File: src/rtl/regfile_bist.sv
// regfile_bist: march-style self-test engine for the 32x32 register file.
// Writes a pattern, reads it back on both ports, then repeats inverted.
module regfile_bist #(
  parameter int              DW       = 32,
  parameter int              AWID     = 5,
  parameter logic [DW-1:0]   SEED     = '0,
  parameter int              READ_LAT = 1,
  parameter bit              ZERO_R0  = 1'b0
) (
  input  logic              clk,
  input  logic              rst,
  input  logic              start,
  output logic [DW-1:0]     WD3,
  output logic [AWID-1:0]   AW,
  output logic [AWID-1:0]   AR_1,
  output logic [AWID-1:0]   AR_2,
  output logic              RD,
  output logic              WR,
  output logic              EN,
  input  logic [DW-1:0]     RD1,
  input  logic [DW-1:0]     RD2,
  output logic              busy,
  output logic              done,
  output logic              pass,
  output logic [5:0]        err_count,
  output logic [AWID-1:0]   first_fail_addr
);

  typedef enum logic [2:0] {
    S_IDLE,
    S_WRITE,
    S_READ,
    S_DRAIN,
    S_DONE
  } state_t;

  localparam logic [AWID-1:0] LAST     = '1;
  localparam logic [AWID-1:0] DRN_LAST = AWID'(READ_LAT - 1);

  state_t            state_q, state_d;
  logic [AWID-1:0]   addr_q, addr_d;
  logic              p_q, p_d;

  logic [DW-1:0]     wd3_q, wd3_d;
  logic [AWID-1:0]   aw_q, aw_d;
  logic [AWID-1:0]   ar1_q, ar1_d;
  logic [AWID-1:0]   ar2_q, ar2_d;
  logic              rd_q, rd_d;
  logic              wr_q, wr_d;
  logic              en_q, en_d;
  logic              busy_q, busy_d;
  logic              done_q, done_d;
  logic              pass_q, pass_d;
  logic [5:0]        err_q, err_d;
  logic [AWID-1:0]   ffa_q, ffa_d;

  // Compare pipeline: valid, pattern phase and both issued addresses
  logic [READ_LAT-1:0] pv_q, pv_d;
  logic [READ_LAT-1:0] pp_q, pp_d;
  logic [AWID-1:0]     pa1_q [READ_LAT];
  logic [AWID-1:0]     pa1_d [READ_LAT];
  logic [AWID-1:0]     pa2_q [READ_LAT];
  logic [AWID-1:0]     pa2_d [READ_LAT];

  logic              m1, m2;
  logic              go;
  logic [6:0]        err_sum;

  // Expected content of address a for the given pattern phase
  function automatic logic [DW-1:0] pat_f(
    input logic [AWID-1:0] a,
    input logic            inv
  );
    logic [DW-1:0] v;
    v = '0;
    v[AWID-1:0] = a;
    v = v + SEED;
    if (inv) v = ~v;
    if (ZERO_R0 && a == '0) v = '0;
    return v;
  endfunction

  // Sequencer: next state, address and pattern phase
  always_comb begin
    state_d = state_q;
    addr_d  = addr_q;
    p_d     = p_q;
    go      = 1'b0;
    unique case (state_q)
      S_IDLE, S_DONE: begin
        if (start) begin
          go      = 1'b1;
          state_d = S_WRITE;
          addr_d  = '0;
          p_d     = 1'b0;
        end
      end
      S_WRITE: begin
        if (addr_q == LAST) begin
          state_d = S_READ;
          addr_d  = '0;
        end else begin
          addr_d = addr_q + 1'b1;
        end
      end
      S_READ: begin
        if (addr_q == LAST) begin
          state_d = S_DRAIN;
          addr_d  = '0;
        end else begin
          addr_d = addr_q + 1'b1;
        end
      end
      S_DRAIN: begin
        if (addr_q == DRN_LAST) begin
          addr_d = '0;
          if (!p_q) begin
            p_d     = 1'b1;
            state_d = S_WRITE;
          end else begin
            state_d = S_DONE;
          end
        end else begin
          addr_d = addr_q + 1'b1;
        end
      end
      default: begin
        state_d = S_IDLE;
        addr_d  = '0;
      end
    endcase
  end

  // Register-file port values for the cycle being entered
  always_comb begin
    wr_d   = (state_d == S_WRITE);
    rd_d   = (state_d == S_READ) || (state_d == S_DRAIN);
    en_d   = wr_d || rd_d;
    busy_d = wr_d || rd_d;
    aw_d   = wr_d ? addr_d : '0;
    wd3_d  = wr_d ? pat_f(addr_d, p_d) : '0;
    ar1_d  = (state_d == S_READ) ? addr_d : '0;
    ar2_d  = (state_d == S_READ) ? (LAST - addr_d) : '0;
  end

  // Shift issued reads down the compare pipeline
  always_comb begin
    pv_d     = '0;
    pp_d     = '0;
    pv_d[0]  = (state_d == S_READ);
    pp_d[0]  = p_d;
    pa1_d[0] = ar1_d;
    pa2_d[0] = ar2_d;
    for (int i = 1; i < READ_LAT; i++) begin
      pv_d[i]  = pv_q[i-1];
      pp_d[i]  = pp_q[i-1];
      pa1_d[i] = pa1_q[i-1];
      pa2_d[i] = pa2_q[i-1];
    end
  end

  // Retire the oldest read: compare, count, and latch the first failure
  always_comb begin
    m1 = pv_q[READ_LAT-1] &&
         (RD1 != pat_f(pa1_q[READ_LAT-1], pp_q[READ_LAT-1]));
    m2 = pv_q[READ_LAT-1] &&
         (RD2 != pat_f(pa2_q[READ_LAT-1], pp_q[READ_LAT-1]));
    err_sum = {1'b0, err_q} + 7'(m1) + 7'(m2);
    err_d   = err_q;
    ffa_d   = ffa_q;
    if (go) begin
      err_d = '0;
      ffa_d = '0;
    end else begin
      err_d = (err_sum > 7'd63) ? 6'd63 : err_sum[5:0];
      if (err_q == '0 && (m1 || m2)) ffa_d = m1 ? pa1_q[READ_LAT-1] : pa2_q[READ_LAT-1];
    end
    done_d = (state_d == S_DONE);
    pass_d = (state_d == S_DONE) && (err_d == '0);
  end

  // State and registered outputs
  always_ff @(posedge clk or posedge rst) begin
    if (rst) begin
      state_q <= S_IDLE;
      addr_q  <= '0;
      p_q     <= 1'b0;
      wd3_q   <= '0;
      aw_q    <= '0;
      ar1_q   <= '0;
      ar2_q   <= '0;
      rd_q    <= 1'b0;
      wr_q    <= 1'b0;
      en_q    <= 1'b0;
      busy_q  <= 1'b0;
      done_q  <= 1'b0;
      pass_q  <= 1'b0;
      err_q   <= '0;
      ffa_q   <= '0;
      pv_q    <= '0;
      pp_q    <= '0;
      for (int i = 0; i < READ_LAT; i++) begin
        pa1_q[i] <= '0;
        pa2_q[i] <= '0;
      end
    end else begin
      state_q <= state_d;
      addr_q  <= addr_d;
      p_q     <= p_d;
      wd3_q   <= wd3_d;
      aw_q    <= aw_d;
      ar1_q   <= ar1_d;
      ar2_q   <= ar2_d;
      rd_q    <= rd_d;
      wr_q    <= wr_d;
      en_q    <= en_d;
      busy_q  <= busy_d;
      done_q  <= done_d;
      pass_q  <= pass_d;
      err_q   <= err_d;
      ffa_q   <= ffa_d;
      pv_q    <= pv_d;
      pp_q    <= pp_d;
      for (int i = 0; i < READ_LAT; i++) begin
        pa1_q[i] <= pa1_d[i];
        pa2_q[i] <= pa2_d[i];
      end
    end
  end

  assign WD3             = wd3_q;
  assign AW              = aw_q;
  assign AR_1            = ar1_q;
  assign AR_2            = ar2_q;
  assign RD              = rd_q;
  assign WR              = wr_q;
  assign EN              = en_q;
  assign busy            = busy_q;
  assign done            = done_q;
  assign pass            = pass_q;
  assign err_count       = err_q;
  assign first_fail_addr = ffa_q;

endmodule

File: config.mk
export PLATFORM = sky130hd
export DESIGN_NAME = regfile_bist
export DESIGN_NICKNAME = d
export VERILOG_FILES = /design/src/rtl/regfile_bist.sv
export SDC_FILE = /design/constraint.sdc
export NUM_CORES = 1
export LEC_CHECK = 0
export BUFFER_PORTS_ARGS = -buffer_cell sky130_fd_sc_hd__buf_2
export CORE_ASPECT_RATIO = 1.5
export CORE_UTILIZATION = 50
export DETAILED_ROUTE_END_ITERATION = 8
export PLACE_DENSITY_LB_ADDON = 0.15
export SLEW_MARGIN = 25
export SYNTH_ARGS = -nofsm -noshare
export SYNTH_HDL_FRONTEND = slang
export SYNTH_SLANG_ARGS = --single-unit
File: constraint.sdc
create_clock -name clk -period 8.7 [get_ports clk]
set_clock_uncertainty 0.05 [all_clocks]
set_input_delay 2.175 -clock clk [delete_from_list [all_inputs] [get_ports clk]]
set_output_delay 2.175 -clock clk [all_outputs]
set_load 0.01 [all_outputs]
**After elaboration in Yosys (flattened, before gate mapping)**

Index checks and enable logic that the tools add are counted.

- Register bits after elaboration: 73
- Output and inout bits: 64

- Add/sub/neg operators: 4
- $lt $le $gt $ge: 1
- Equality and inequality tests: 11
- Muxes and demuxes: 27
- Bitwise operators: 3
- Reduce and logical (&&, ||, !) cells: 14

Operators with widths:

| kind | number |
|---|---|
| two-way mux 32 bit | 4 |
| NOT 5 -> 32 bit | 3 |
| inequality test 32 bit | 2 |
| two-way mux 5 bit | 9 |
| two-way mux 3 bit | 5 |
| one-hot mux 5 bit (3 select lines) | 1 |
| == test 3 x 2 -> 1 bit, second input constant | 4 |
| logical NOT 6 bit | 2 |
| two-way mux 6 bit | 2 |
| one-hot mux 3 bit (4 select lines) | 1 |
| adder 6 x 1 -> 7 bit | 1 |
| adder 7 x 1 -> 7 bit | 1 |
| > comparator 7 x 6 -> 1 bit, second input constant | 1 |
| == test 3 x 1 -> 1 bit, second input constant | 2 |
| == test 3 bit, second input constant | 2 |
| adder 5 x 1 -> 5 bit, second input constant | 1 |
| == test 5 bit, second input constant | 1 |
| logical NOT 5 bit | 1 |
| subtractor 5 bit, first input constant | 1 |
| logical AND 1 bit | 4 |
| two-way mux 1 bit | 4 |
| OR reduction 2 bit | 2 |
| logical NOT 3 bit | 1 |
| logical OR 1 bit | 3 |
| 2 further kinds | 2 |

**Logic depth before layout (Yosys ltp)**

- Word-level depth: 11
- Gate-level depth with buffers: 15

**Least setup slack after synthesis**

No wires, ideal clock.

- Path kind: input port to flip-flop
- Start point: input port RD1[10]
- End point: register pass_q (netlist: pass)
- Setup time: 101 ps
- Arrival time: 4592 ps
- Setup slack: 3957 ps
- Cell stages on the path: 14
- Path buffers: 1
- Path through: or4_1 -> nor4_1 -> a41oi_1 -> nor4_2 -> nand2b_1 -> buf_4 -> fa_1 -> inv_1 -> ha_1 -> and3_1 -> nand2b_1 -> mux2i_1 -> o21ai_0 -> nor4_1

- Word-level cells in the longest chain between the ends: 9

RTL lines:

| item | line | RTL |
|---|---|---|
| from (decl) | 20 | `input logic [DW-1:0] RD1,` |
| inequality test 32 bit * | 165 | `(RD1 != pat_f(pa1_q[READ_LAT-1], pp_q[READ_LAT-1]));` |
| logical AND 1 bit * | 164 | `m1 = pv_q[READ_LAT-1] &&` |
| adder 6 x 1 -> 7 bit * | 168 | `err_sum = {1'b0, err_q} + 7'(m1) + 7'(m2);` |
| adder 7 x 1 -> 7 bit * | 168 |  |
| > comparator 7 x 6 -> 1 bit | 175 | `err_d = (err_sum > 7'd63) ? 6'd63 : err_sum[5:0];` |
| two-way mux 6 bit * | 175 |  |
| two-way mux 6 bit * | 171 | `if (go) begin` |
| logical NOT 6 bit * | 179 | `pass_d = (state_d == S_DONE) && (err_d == '0);` |
| logical AND 1 bit * | 179 |  |
| net pass_d | 53 | `logic pass_q, pass_d;` |
| to (signal assigned) | 219 | `pass_q <= pass_d;` |
| to (decl) | 53 |  |

The timed path passes the listed nets; every way through them passes the cells marked *.
A chain may end at the register's enable or synchronous reset.

**Worst setup path after layout**

Same ends and word-level chain as after synthesis.

==> impl_metrics.json <==
{
  "endpoint_kind": "flip-flop",
  "holdPathEnd": "first_fail_addr[4]$_DFFE_PP0P_",
  "multi_input_area_um2": 1150,
  "clkLatencyLatePin_ns": 0.30,
  "drt_iter0_markers": 85,
  "yosysTopAreaCellShare_pct": 44.5,
  "antenna_found_initial": 0,
  "drive_above_1_share_pct": 36.6,
  "p_sw_mw": 0.331,
  "num_rows": 32,
  "fin_util_pct": 64.1,
  "start_util_pct": 51.6,
  "critPathMaxFanout": 6,
  "p_per_area_nw_per_um2": 264,
  "first_pass_iters": 4,
  "status": "completed",
  "p_total_mw": 0.867,
  "yosysWarnings": 0,
  "post-synth-top-area-cell": "dfrtp_1",
  "num-fill-cells": 425,
  "maxUsedRoutingLayer": "met4",
  "htree_levels": 2,
  "met2_length_um": 3500,
  "cts_tree": "done",
  "antennaDiodeCount": 0,
  "avgViaCountPerCell": 5.34,
  "die_area_um2": 5590,
  "worst_pin_slew_ns": 0.749,
  "seqPwrFrac_pct": 37.9,
  "syn_area_um2": 2640,
  "ff_latch_area_um2": 1180,
  "cp.required_ns": 8.84,
  "fin_nets": 464,
  "cts_inserted_buffers": 5,
  "fmax_ghz": 0.197,
  "grt_pass1_vias": 2266,
  "r2r_start": "pp_q$_DFF_PP0_",
  "overflow": 0,
  "routedWlPerCell_um": 13.9,
  "avgSynthCellArea_um2": 9.12,
  "io_pins": 131,
  "synth_sequential_area_ratio_pct": 44.5,
  "cts_resized": 0,
  "synth_cells": 290,
  "grt_start_max_net_pins": 48,
  "grt_use_total_pct": 23.9,
  "r2r_cells": 13,
  "synthTopCellsByArea": "dfrtp_1, buf_4, xnor2_1",
  "portBuffers": 130,
  "post_cts_buffers": 0,
  "clockBufferDepth": 2,
  "clockPowerShare_pct": 21.6,
  "synth_cell_types": 37,
  "cp-start-kind": "primary input",
  "min_path_type": "flip-flop to flip-flop",
  "die_width_um": 61.4,
  "regToRegSetupSlack_ns": 4.95,
  "finalHoldViolCount": 0,
  "slew_headroom_pct": 50.0,
  "drc": 0,
  "core_area_um2": 5120,
  "grt_pass1_wl_um": 9990,
  "critPathTopFamily": "simple AND/OR/NAND/NOR gates",
  "wl_met3_um": 414,
  "wl_um": 6390,
  "via_count": 2462,
  "r2r_end": "pass$_DFF_PP0_",
  "yosys_register_bits": 47,
  "drv_slew": 0,
  "ctsHoldBuffers": 0,
  "power_switching_share_pct": 38.2,
  "syn_to_final_growth_pct": 24.2,
  "wl_met1_um": 2370,
  "ir_drop_mv": 0.224,
  "fin_crit_ns": 5.07,
  "clk_pin_slew_ns": 0.09,
  "p_int_mw": 0.536,
  "cap_violations": 0,
  "setup_viol": 0,
  "ant_nets": 0,
  "leakagePower_nw": 1.77,
  "worst-path-buf-inv": 2,
  "cp.arrival_ns": 5.20,
  "dpl.hpwl_um": 4920,
  "clockRootBuffer": "clkbuf_8",
  "rsz0062_at_grt": "no",
  "path_class": "primary input to flip-flop",
  "setup_tns_ns": 0,
  "whs_path_depth": 2,
  "slowest_stage": "or4_1",
  "cts.sinks": 47,
  "gp_congestion": 0.931,
  "hold_path_startpoint": "first_fail_addr[4]$_DFFE_PP0P_",
  "cpPeakStageDelay_ns": 0.52,
  "min_period_over_period_pct": 58.2,
  "crit_path_cell_trace": "buf_2 > or4_1 > nor4_1 > a41oi_1 > nor4_2 > nand2b_1 > fa_1 > inv_1 > ha_1 > and3_1 > nand2b_1 > mux2i_1 > o21ai_0 > nor4_1",
  "die_y_um": 91.1,
  "comb_power_share_pct": 40.5,
  "syn_nets": 362
}
## tightest hold or removal path: stages (launching register included)
cell     delay [ns]
dfrtp_1        0.34
o21ai_0        0.08
a21oi_1        0.12
## worst max-delay path by stage
| stage | depth (start not counted) | to | start | slack [ns] |
|---|---|---|---|---|
| 3_5_place_dp | 14 | pass$_DFF_PP0_ | RD1[10] | 3.40 |
| 2_1_floorplan | 14 | pass$_DFF_PP0_ | RD1[10] | 3.96 |
| 3_3_place_gp | 13 | pass$_DFF_PP0_ | RD1[10] | 3.53 |
| 5_1_grt | 14 | pass$_DFF_PP0_ | RD1[5] | 3.38 |
| 6_report | 14 | pass$_DFF_PP0_ | RD1[10] | 3.63 |
| 4_1_cts | 14 | pass$_DFF_PP0_ | RD1[10] | 3.61 |
## cells in the mapped netlist
| master | count |
|---|---|
| inv_1 | 21 |
| o21bai_1 | 1 |
| dfrtp_1 | 47 |
| nand2b_1 | 3 |
| fa_1 | 1 |
| o21ai_0 | 11 |
| mux2_2 | 1 |
| nor2_1 | 29 |
| nand3_1 | 10 |
| xor2_1 | 4 |
| nor4_2 | 2 |
| nand4_1 | 10 |
| nor3b_1 | 3 |
| a21oi_1 | 20 |
| a21boi_0 | 1 |
| and3_1 | 6 |
| nand3b_1 | 1 |
| o22ai_1 | 2 |
| xnor2_1 | 13 |
| ha_1 | 4 |
| o21ai_1 | 2 |
| buf_2 | 2 |
| nor2b_1 | 5 |
| mux2i_1 | 6 |
| nand2_1 | 10 |
| a41oi_1 | 1 |
| o221ai_1 | 1 |
| and4_1 | 2 |
| or3_1 | 4 |
| or4_1 | 4 |
| nor3_1 | 12 |
| or2_2 | 1 |
| a311oi_1 | 1 |
| clkbuf_1 | 5 |
| nor4_1 | 11 |
| a31oi_1 | 5 |
| buf_4 | 28 |
## per-stage QoR
step	worst slack [ns]	hold WS [ns]	area, µm²	std cells
after floorplan	3.96	0.529	2640	290
after global placement	3.53	0.508	3140	453
after detailed placement	3.40	0.515	3140	453
after CTS	3.61	0.534	3280	461
after global routing	3.38	0.573	3280	461
final	3.63	0.528	3280	461
## per-layer routing
metal / up-vias / global-route usage (%)
li1: 1192 / -
met1: 1165 / 27.1
met2: 95 / 41.8
met3: 10 / 4.56
met4: 0 / 10.2
met5: - / 0
## placed cells by master (no fill, tap or decap), types with 11 or more instances in the layout
cell     count
inv_1       20
buf_2      130
dfrtp_1     47
o21ai_0     11
nor4_1      11
xnor2_1     13
nor2_1      29
nor3_1      11
a21oi_1     20
## flip-flops by register name (all words and copies together) (netlist names), 3 cells and up
| register | cells |
|---|---|
| WD3 | 6 |
| err_count | 6 |
| AW | 5 |
| addr_q | 5 |
| first_fail_addr | 5 |
| pa1_q | 5 |
| pa2_q | 5 |
| state_q | 3 |
## power by group through the flow
stage	clock network (mW)	registers (mW)	logic [mW]
2_1_floorplan	0	0.338	0.264
3_3_place_gp	0	0.332	0.347
3_5_place_dp	0	0.333	0.351
4_1_cts	0.192	0.329	0.354
5_1_grt	0.201	0.341	0.395
6_report	0.188	0.329	0.351
## kinds of logic after synthesis
logic type      count (synthesis)  synth area share, %
compound gates                 45                 9.47
mux                             7                 2.70
fa+ha+maj                       5                 2.65
xor+xnor                       17                 5.63
flops                          47                 44.5
buf+inv                        56                 12.0
simple gates                  113                 23.0
## final cells by class
class,count,share of cell area [%]
repair buffers,130,19.8
clock inverters,3,2.06
well taps,68,2.59
clock buffers,5,2.10
inverters,21,2.44
flip-flops and latches,47,35.8
multi-input cells,187,35.2
Note: power is estimated with default switching activity, not from simulation.
